===== src/rtl/request_scheduler.sv =====
// request_scheduler: latches elevator hall/car calls per floor, derives above/below/here
// aggregates and runs a collective-selective direction FSM with stop decisions.
//
// state | meaning
// IDLE  | no travel direction committed; any hall call at this floor stops the car
// UP    | sweeping upward; stops for up calls, car calls, or a down call at the top of the sweep
// DOWN  | sweeping downward; stops for down calls, car calls, or an up call at the bottom of the sweep
module request_scheduler #(
   parameter int FLOORS  = 8,
   parameter int FLOOR_W = 3
) (
   input  logic               clk,
   input  logic               rst,
   input  logic [FLOORS-1:0]  upCall,
   input  logic [FLOORS-1:0]  downCall,
   input  logic [FLOORS-1:0]  carCall,
   input  logic [FLOOR_W-1:0] floor,
   input  logic               moving,
   input  logic               served,
   output logic [FLOORS-1:0]  pendingUp,
   output logic [FLOORS-1:0]  pendingDown,
   output logic [FLOORS-1:0]  pendingCar,
   output logic               requestAbove,
   output logic               requestBelow,
   output logic               requestHere,
   output logic [1:0]         dir,
   output logic               stopHere
);

   typedef enum logic [1:0] {
      IDLE = 2'b00,
      UP   = 2'b01,
      DOWN = 2'b10
   } dirState_e;

   // No up call exists at the top floor and no down call at the bottom floor.
   localparam logic [FLOORS-1:0] UP_MASK   = {1'b0, {(FLOORS-1){1'b1}}};
   localparam logic [FLOORS-1:0] DOWN_MASK = {{(FLOORS-1){1'b1}}, 1'b0};

   dirState_e         state;
   dirState_e         nextState;
   logic              floorValid;
   logic [FLOORS-1:0] pendAll;
   logic [FLOORS-1:0] clearUp;
   logic [FLOORS-1:0] clearDown;
   logic [FLOORS-1:0] clearCar;
   logic              hereUp;
   logic              hereDown;
   logic              hereCar;

   assign floorValid = (32'(floor) < 32'(FLOORS));
   assign pendAll    = pendingUp | pendingDown | pendingCar;

   // An out-of-range floor reports everything as below and nothing here.
   always_comb begin
      requestAbove = 1'b0;
      requestBelow = 1'b0;
      hereUp       = 1'b0;
      hereDown     = 1'b0;
      hereCar      = 1'b0;
      for (int i = 0; i < FLOORS; i++) begin
         if (!floorValid) begin
            requestBelow = requestBelow | pendAll[i];
         end else if (FLOOR_W'(i) > floor) begin
            requestAbove = requestAbove | pendAll[i];
         end else if (FLOOR_W'(i) < floor) begin
            requestBelow = requestBelow | pendAll[i];
         end else begin
            hereUp   = pendingUp[i];
            hereDown = pendingDown[i];
            hereCar  = pendingCar[i];
         end
      end
   end

   assign requestHere = hereUp | hereDown | hereCar;

   always_comb begin
      clearUp   = '0;
      clearDown = '0;
      clearCar  = '0;
      if (served && floorValid) begin
         for (int i = 0; i < FLOORS; i++) begin
            if (FLOOR_W'(i) == floor) begin
               clearCar[i]  = 1'b1;
               clearUp[i]   = (state != DOWN) || !requestBelow;
               clearDown[i] = (state != UP) || !requestAbove;
            end
         end
      end
   end

   // A new press in the same cycle as a clear wins.
   always_ff @(posedge clk) begin
      if (rst) begin
         pendingUp   <= '0;
         pendingDown <= '0;
         pendingCar  <= '0;
      end else begin
         pendingUp   <= (pendingUp & ~clearUp) | (upCall & UP_MASK);
         pendingDown <= (pendingDown & ~clearDown) | (downCall & DOWN_MASK);
         pendingCar  <= (pendingCar & ~clearCar) | carCall;
      end
   end

   always_ff @(posedge clk) begin
      if (rst) begin
         state <= IDLE;
      end else begin
         state <= nextState;
      end
   end

   always_comb begin
      nextState = state;
      if (!moving) begin
         case (state)
            IDLE, UP: begin
               if (requestAbove)      nextState = UP;
               else if (requestBelow) nextState = DOWN;
               else                   nextState = IDLE;
            end
            DOWN: begin
               if (requestBelow)      nextState = DOWN;
               else if (requestAbove) nextState = UP;
               else                   nextState = IDLE;
            end
            default: nextState = IDLE;
         endcase
      end
   end

   always_comb begin
      stopHere = hereCar
               | ((state == UP)   && (hereUp   || (!requestAbove && hereDown)))
               | ((state == DOWN) && (hereDown || (!requestBelow && hereUp)))
               | ((state == IDLE) && (hereUp || hereDown));
   end

   assign dir = state;

endmodule


===== config.mk =====
export PLATFORM = sky130hd
export DESIGN_NAME = request_scheduler
export DESIGN_NICKNAME = d
export VERILOG_FILES = /design/src/rtl/request_scheduler.sv
export SDC_FILE = /design/constraint.sdc
export NUM_CORES = 1
export LEC_CHECK = 0
export ABC_AREA = 1
export CORE_ASPECT_RATIO = 0.6
export CORE_MARGIN = 5
export CORE_UTILIZATION = 39
export CTS_BUF_LIST = sky130_fd_sc_hd__clkbuf_8
export DETAILED_ROUTE_END_ITERATION = 7
export PLACE_DENSITY = 0.76
export SETUP_SLACK_MARGIN = 0.3
export SLEW_MARGIN = 40
export SYNTH_ARGS = -nofsm -noshare
export SYNTH_HDL_FRONTEND = slang
export SYNTH_SLANG_ARGS = --single-unit

===== constraint.sdc =====
create_clock -name clk -period 1.4 [get_ports clk]
set_clock_uncertainty 0.2 [all_clocks]
set_input_delay 0.14 -clock clk [delete_from_list [all_inputs] [get_ports clk]]
set_output_delay 0.14 -clock clk [all_outputs]
set_load 0.03 [all_outputs]

==> results of run 1 <==
## power by group
group          switching (mW)  total (mW)  internal (mW)
clock network           0.257       0.640          0.383
logic                   0.550        1.09          0.538
registers              0.0662       0.852          0.786
## kinds of logic (layout without fill, tap and decap cells)
kind of cell / after synthesis / in the layout / synth area share
and+or+nand+nor: 125 / 125 / 0.370
AOI/OAI and AO/OA: 48 / 48 / 0.187
buffers and inverters: 29 / 163 / 0.0809
DFF: 26 / 26 / 0.362
## sequential cells by signal, indices dropped and copies added, names as in the netlist
register / flops
pendingDown: 8
pendingUp: 8
dir: 2
pendingCar: 8
## metal layers
metal	GRT usage	wire length, µm	share of wire	vias to the layer above
met5	0	0	0	-
met4	0.0539	136	0.019	0
met3	0.0664	709	0.10	14
met2	0.364	3250	0.46	141
met1	0.361	2980	0.42	974
li1	-	-	-	1012
## Yosys cell counts
cell type	count
inv_1	23
nand3_1	9
nor3_4	1
nor3_1	3
or2_2	1
nand2_4	1
inv_2	3
a211oi_1	1
a21oi_2	2
nand2_1	57
o22ai_1	3
nor2_1	46
clkbuf_1	2
a21oi_1	27
nor2_2	2
buf_6	1
a31oi_1	3
o211ai_1	2
nand4_1	1
o2bb2ai_1	1
o21a_1	1
o21ai_0	8
nand2_2	2
dfxtp_1	26
nand3_2	2
## worst max-delay path by stage
| stage | slack, ps | from | to | cells after the start |
|---|---|---|---|---|
| after floorplan | -260 | pendingUp[2]$_SDFF_PP0_ | stopHere | 11 |
| after detailed placement | -890 | floor[2] | stopHere | 14 |
| after global routing | -860 | pendingDown[6]$_SDFF_PP0_ | stopHere | 12 |
| final | -750 | pendingDown[6]$_SDFF_PP0_ | stopHere | 12 |
| after global placement | -880 | floor[0] | stopHere | 10 |
| after CTS | -590 | pendingCar[2]$_SDFF_PP0_ | stopHere | 12 |
## final cells by class
cell class                      instances  share of cell area
Clock buffer                            3              0.0128
Clock inverter                          1             0.00930
Inverter                               26              0.0326
Multi-Input combinational cell        173               0.330
Sequential cell                        26               0.185
Tap cell                               47              0.0182
Timing Repair Buffer                  133               0.412
## repair_timing
item                                    4_1_cts  5_1_grt
resized for setup                            93       56
cloned                                        0        0
buffers inserted                             12       12
pin swaps                                    14       25
endpoints found under the setup margin       56       56
## per-stage QoR
stage,instance area [µm²],utilization
after global placement,2520,0.697
after CTS,2950,0.816
after detailed placement,2520,0.697
after floorplan,1580,-
final,3230,0.893
after global routing,3230,0.893
## worst register-to-register path, stage by stage (launching register included)
cell     delay (ps)
dfxtp_4         350
nor2_1          140
nand2_1         120
nand2_1         100
a21oi_2          70
nor3_4          200
nand2_4         100
buf_6           130
buf_6           120
nand2_8          90
nand2_1          80
a21oi_1         210
nor2_1           90
==> results.yml, run 1 <==
layout:
  antenna_cells: 0
  final_cell_mix: "68 x buf_6, 39 x nand2_1, 38 x nor2_1"
  final_layout_size_suffix_gt1_frac: 0.583
  syn2layout_area_growth_pct: 125
  final_common_cell: "buf_6"
  seq_area_um2: 598
  final_cells: 409
  fillerInstances: 172
  nets: 394
  multi_input_area_um2: 1070
setup_path:
  crit_chain: "nor2_1, nand2_1, nand2_1, nand2_1, nor2_2, nand3_4, nand2_2, nor2_1, nand2_1, nand3_2, nand2_4, buf_6"
  reg2regPathDepth: 12
  r2r_slack_ps: -720
  critPathMaxStageDelay_ps: 350
  slowest_stage: "dfxtp_4"
  worst_setup_path_end_kind: "output port"
  startpoint_type: "register"
  path_buf_inv: 1
  rr_startpoint: "pendingDown[6]$_SDFF_PP0_"
  critPathRequiredTime_ps: 1060
  worstPathArrival_ps: 1810
  crit_top_cell: "nand2_1"
  r2r-end: "pendingDown[2]$_SDFF_PP0_"
  worst_path_dominant_cell_family: "simple AND/OR/NAND/NOR gates"
  crit_fanout: 3
  critPathKind: "reg -> out"
floorplan:
  ios: 61
  initial_core_util: 0.398
  die_area_um2: 5040
  core_area_um2: 3620
  fp.dieH_um: 57.0
  row_count: 17
  die_x_um: 88.4
logic_synthesis:
  ys_seq_area_frac: 0.362
  syn_area_per_cell_um2: 6.31
  syn_area_um2: 1440
  syn_nets: 259
  yosys.area.top_type: "dfxtp_1"
  yosysWarningCount: 0
  yosysUniqueCellTypes: 25
  synthCells: 228
  ys_ff_latch: 26
  ys_top_cells_by_area: "dfxtp_1 36%, nand2_1 15%, nor2_1 12%"
  synth.top_cell.area_share: 0.362
placed_design:
  placed_cells: 381
  dp_hpwl_um: 4510
  pre_cts_slack_ps: -894
  portBuffers: 58
  place_congestion: 1.00
clock_tree:
  cts_root_buf: "clkbuf_8"
  cts.htree.levels: 1
  cts_tree: "built"
  ctsHoldBuffers: 0
  cts.clk_slew.worst_paths_ps: 100
  cts_buffer_depth: 2
  cts_buffers: 3
  clkSinkCount: 26
  worstSkewPairLatency_ps: 280
run_status:
  status: "finished, violations left"
  violations: "negative setup slack"
sta:
  period_minus_slack_ps: 2150
  worst_slew_pin_slew_ps: 476
  worst_slack_ps: -750
  holdWs_ps: 107
  slew_violations: 0
  slew_headroom: 0.681
  finalCritPeriodShare: 1.54
  rsz0062_at_grt: "true"
  tns_ps: -11710
  max_freq_ghz: 0.465
  final-setup-viol-count: 21
  hold_violations: 0
hold_path:
  holdPathEnd: "pendingUp[7]$_SDFF_PP0_"
  hp-class: "in -> reg"
  hold_depth: 3
  min-delay-start: "served"
grt:
  grtUsageTotal: 0.248
  gr-total-overflow: 0
  grt_pass1_vias: 1989
  grt_max_degree: 19
  antenna_found_initial: 0
  grt_pass1_wl_um: 9690
route:
  drc: 0
  wl_per_cell_um: 17.3
  routed-via-count: 2141
  viasPerCell: 5.23
  wirelength_um: 7070
  first_iter_violations: 147
  drt-pass1-iter-count: 5
  antenna_left: 0
power_and_ir_drop:
  finalPower_mw: 2.58
  powerDensity_nw_per_um2: 799
  irDropWorstVdd_mv: 0.617
  power_leakage_nw: 1.46
job:
  drv_cap: 0
No activity file was read; power rests on OpenSTA's default activity.
==> run 2, diff against run 1 <==
--- a/config.mk
+++ b/config.mk
@@ -6,6 +6,7 @@
 export NUM_CORES = 1
 export LEC_CHECK = 0
 export ABC_AREA = 1
+export ABC_CLOCK_PERIOD_IN_PS = 1400
 export CORE_ASPECT_RATIO = 0.6
 export CORE_MARGIN = 5
 export CORE_UTILIZATION = 39
==> results of run 2 <==
The final DEF is identical to that of run 1; final timing and power are the same.
==> run 3, diff against run 2 <==
--- a/config.mk
+++ b/config.mk
@@ -12,6 +12,7 @@
 export CORE_UTILIZATION = 39
 export CTS_BUF_LIST = sky130_fd_sc_hd__clkbuf_8
 export DETAILED_ROUTE_END_ITERATION = 7
+export MAX_ROUTING_LAYER = met4
 export PLACE_DENSITY = 0.76
 export SETUP_SLACK_MARGIN = 0.3
 export SLEW_MARGIN = 40
==> run 3 against run 2 <==
Net effect:
- count of clock-buffer cells in the layout is the same
- via count grew 9.6%
- first-iteration DRC count grew 67%
- worst hold slack lost 31 ps
- the flow still finishes with violations (negative setup slack)
- final area grew 4.0%
==> results.yml, run 3 (synthesis results as in run 1) <==
clock_tree:
  ctsHoldBuffers: 0
  cts.htree.levels: 1
  clkSinkCount: 26
  cts_tree: "built"
  cts_root_buf: "clkbuf_8"
  cts.clk_slew.worst_paths_ps: 100
  cts_buffers: 3
  cts_buffer_depth: 2
  worstSkewPairLatency_ps: 280
setup_path:
  crit_fanout: 2
  critPathKind: "reg -> out"
  worstPathArrival_ps: 1780
  worst_setup_path_end_kind: "output port"
  startpoint_type: "register"
  critPathRequiredTime_ps: 1060
placed_design:
  portBuffers: 58
  place_congestion: 0.999
  dp_hpwl_um: 4500
  pre_cts_slack_ps: -906
grt:
  gr-total-overflow: 0
  grtUsageTotal: 0.279
  grt_max_degree: 17
  grt_pass1_vias: 2060
  antenna_found_initial: 0
  grt_pass1_wl_um: 10400
layout:
  nets: 401
  reg_top3: "pendingCar x8, pendingDown x8, pendingUp x8"
  utilization: 0.929
  antenna_cells: 0
  multi_input_area_um2: 1110
  final_cell_mix: "74 x buf_6, 39 x nand2_1, 38 x buf_4"
  final_layout_size_suffix_gt1_frac: 0.593
  final_common_cell: "buf_6"
  syn2layout_area_growth_pct: 134
  fillerInstances: 129
  seq_area_um2: 606
power_and_ir_drop:
  irDropWorstVdd_mv: 0.602
  finalPower_mw: 2.69
  powerDensity_nw_per_um2: 800
  p_seq_frac: 0.317
  p_int_mw: 1.74
  power_frac_clock: 0.244
  switching_power_uw: 945
  power_leakage_nw: 1.52
  switching_share: 0.352
  comb_power_share: 0.439
sta:
  worst_slew_pin_slew_ps: 520
  period_minus_slack_ps: 2120
  slew_violations: 0
  slew_headroom: 0.652
  hold_violations: 0
  worst_slack_ps: -719
  finalCritPeriodShare: 1.51
  rsz0062_at_grt: "true"
  max_freq_ghz: 0.472
  final-setup-viol-count: 20
floorplan:
  die_area_um2: 5040
  row_count: 17
  ios: 61
  initial_core_util: 0.398
  fp.dieH_um: 57.0
  core_area_um2: 3620
  die_x_um: 88.4
route:
  drc: 0
  antenna_left: 0
  wl_per_cell_um: 19.8
  wirelength_um: 8240
  routed-via-count: 2347
  viasPerCell: 5.64
  drt-pass1-iter-count: 5
  first_iter_violations: 246
run_status:
  violations: "negative setup slack"
  status: "finished, violations left"
hold_path:
  hp-class: "in -> reg"
job:
  drv_cap: 0
run 3: cell types whose count changed in the layout (fill, tap and decap cells not counted), sizes merged:
cell    change
buf         +8
clkbuf      -1
run 3: cell type report:
class                           count  share of cell area
Clock inverter                      1             0.00894
Tap cell                           47              0.0175
Multi-Input combinational cell    173               0.332
Inverter                           26              0.0313
Sequential cell                    26               0.180
Timing Repair Buffer              140               0.418
Clock buffer                        3              0.0123
run 3: per-stage QoR:
| step | hold slack [ps] | instances | instance area, µm² | setup TNS (ps) |
|---|---|---|---|---|
| finish | 75.8 | 416 | 3360 | -10770 |
| global route | 90.8 | 416 | 3360 | -12160 |
| CTS | 197 | 400 | 3000 | -7800 |
| detailed placement | 326 | 380 | 2510 | -20290 |
| global placement | 313 | 380 | 2510 | -19340 |
| floorplan | -2.73 | 228 | 1580 | -3060 |
run 3: power groups by stage:
| stage | clock network (mW) | logic, mW | registers, mW |
|---|---|---|---|
| after global placement | 0 | 0.800 | 0.858 |
| after CTS | 0.650 | 0.971 | 0.849 |
| after detailed placement | 0 | 0.806 | 0.860 |
| after floorplan | 0 | 0.310 | 0.959 |
| final | 0.655 | 1.18 | 0.851 |
| after global routing | 0.693 | 1.23 | 0.855 |
run 3: what timing repair did:
item,CTS,global route
setup buffers,16,16
pin swaps,19,19
resized for setup,98,72
setup endpoints to repair,56,55
gates cloned,0,0
hold endpoints to repair,0,0
run 3: critical path, cell delays in order (launching register included):
cell and delay [ps]:
dfxtp_4 360, nor3_4 270, o21ai_1 140, nand2_1 140
nand3_4 110, nand2_4 80, nor2_1 40, nand2_1 80
nand3_2 80, nand2_4 60, buf_6 120
run 3: layer usage:
metal	wire length [µm]	track usage	vias up	part of all wire
met5	0	-	-	0
met4	269	0.0582	0	0.033
met3	712	0.0592	33	0.086
met2	3840	0.449	164	0.47
met1	3420	0.363	1125	0.41
li1	-	-	1025	-
run 3: final timing paths:
check,startpoint,to,slack [ps],depth (start not counted)
min,served,pendingUp[7]$_SDFF_PP0_,80,3
min reg2reg,pendingCar[7]$_SDFF_PP0_,pendingCar[7]$_SDFF_PP0_,370,2
max reg2reg,pendingUp[1]$_SDFF_PP0_,dir[0]$_SDFFE_PP0N_,-650,12
max,pendingUp[1]$_SDFF_PP0_,stopHere,-720,10
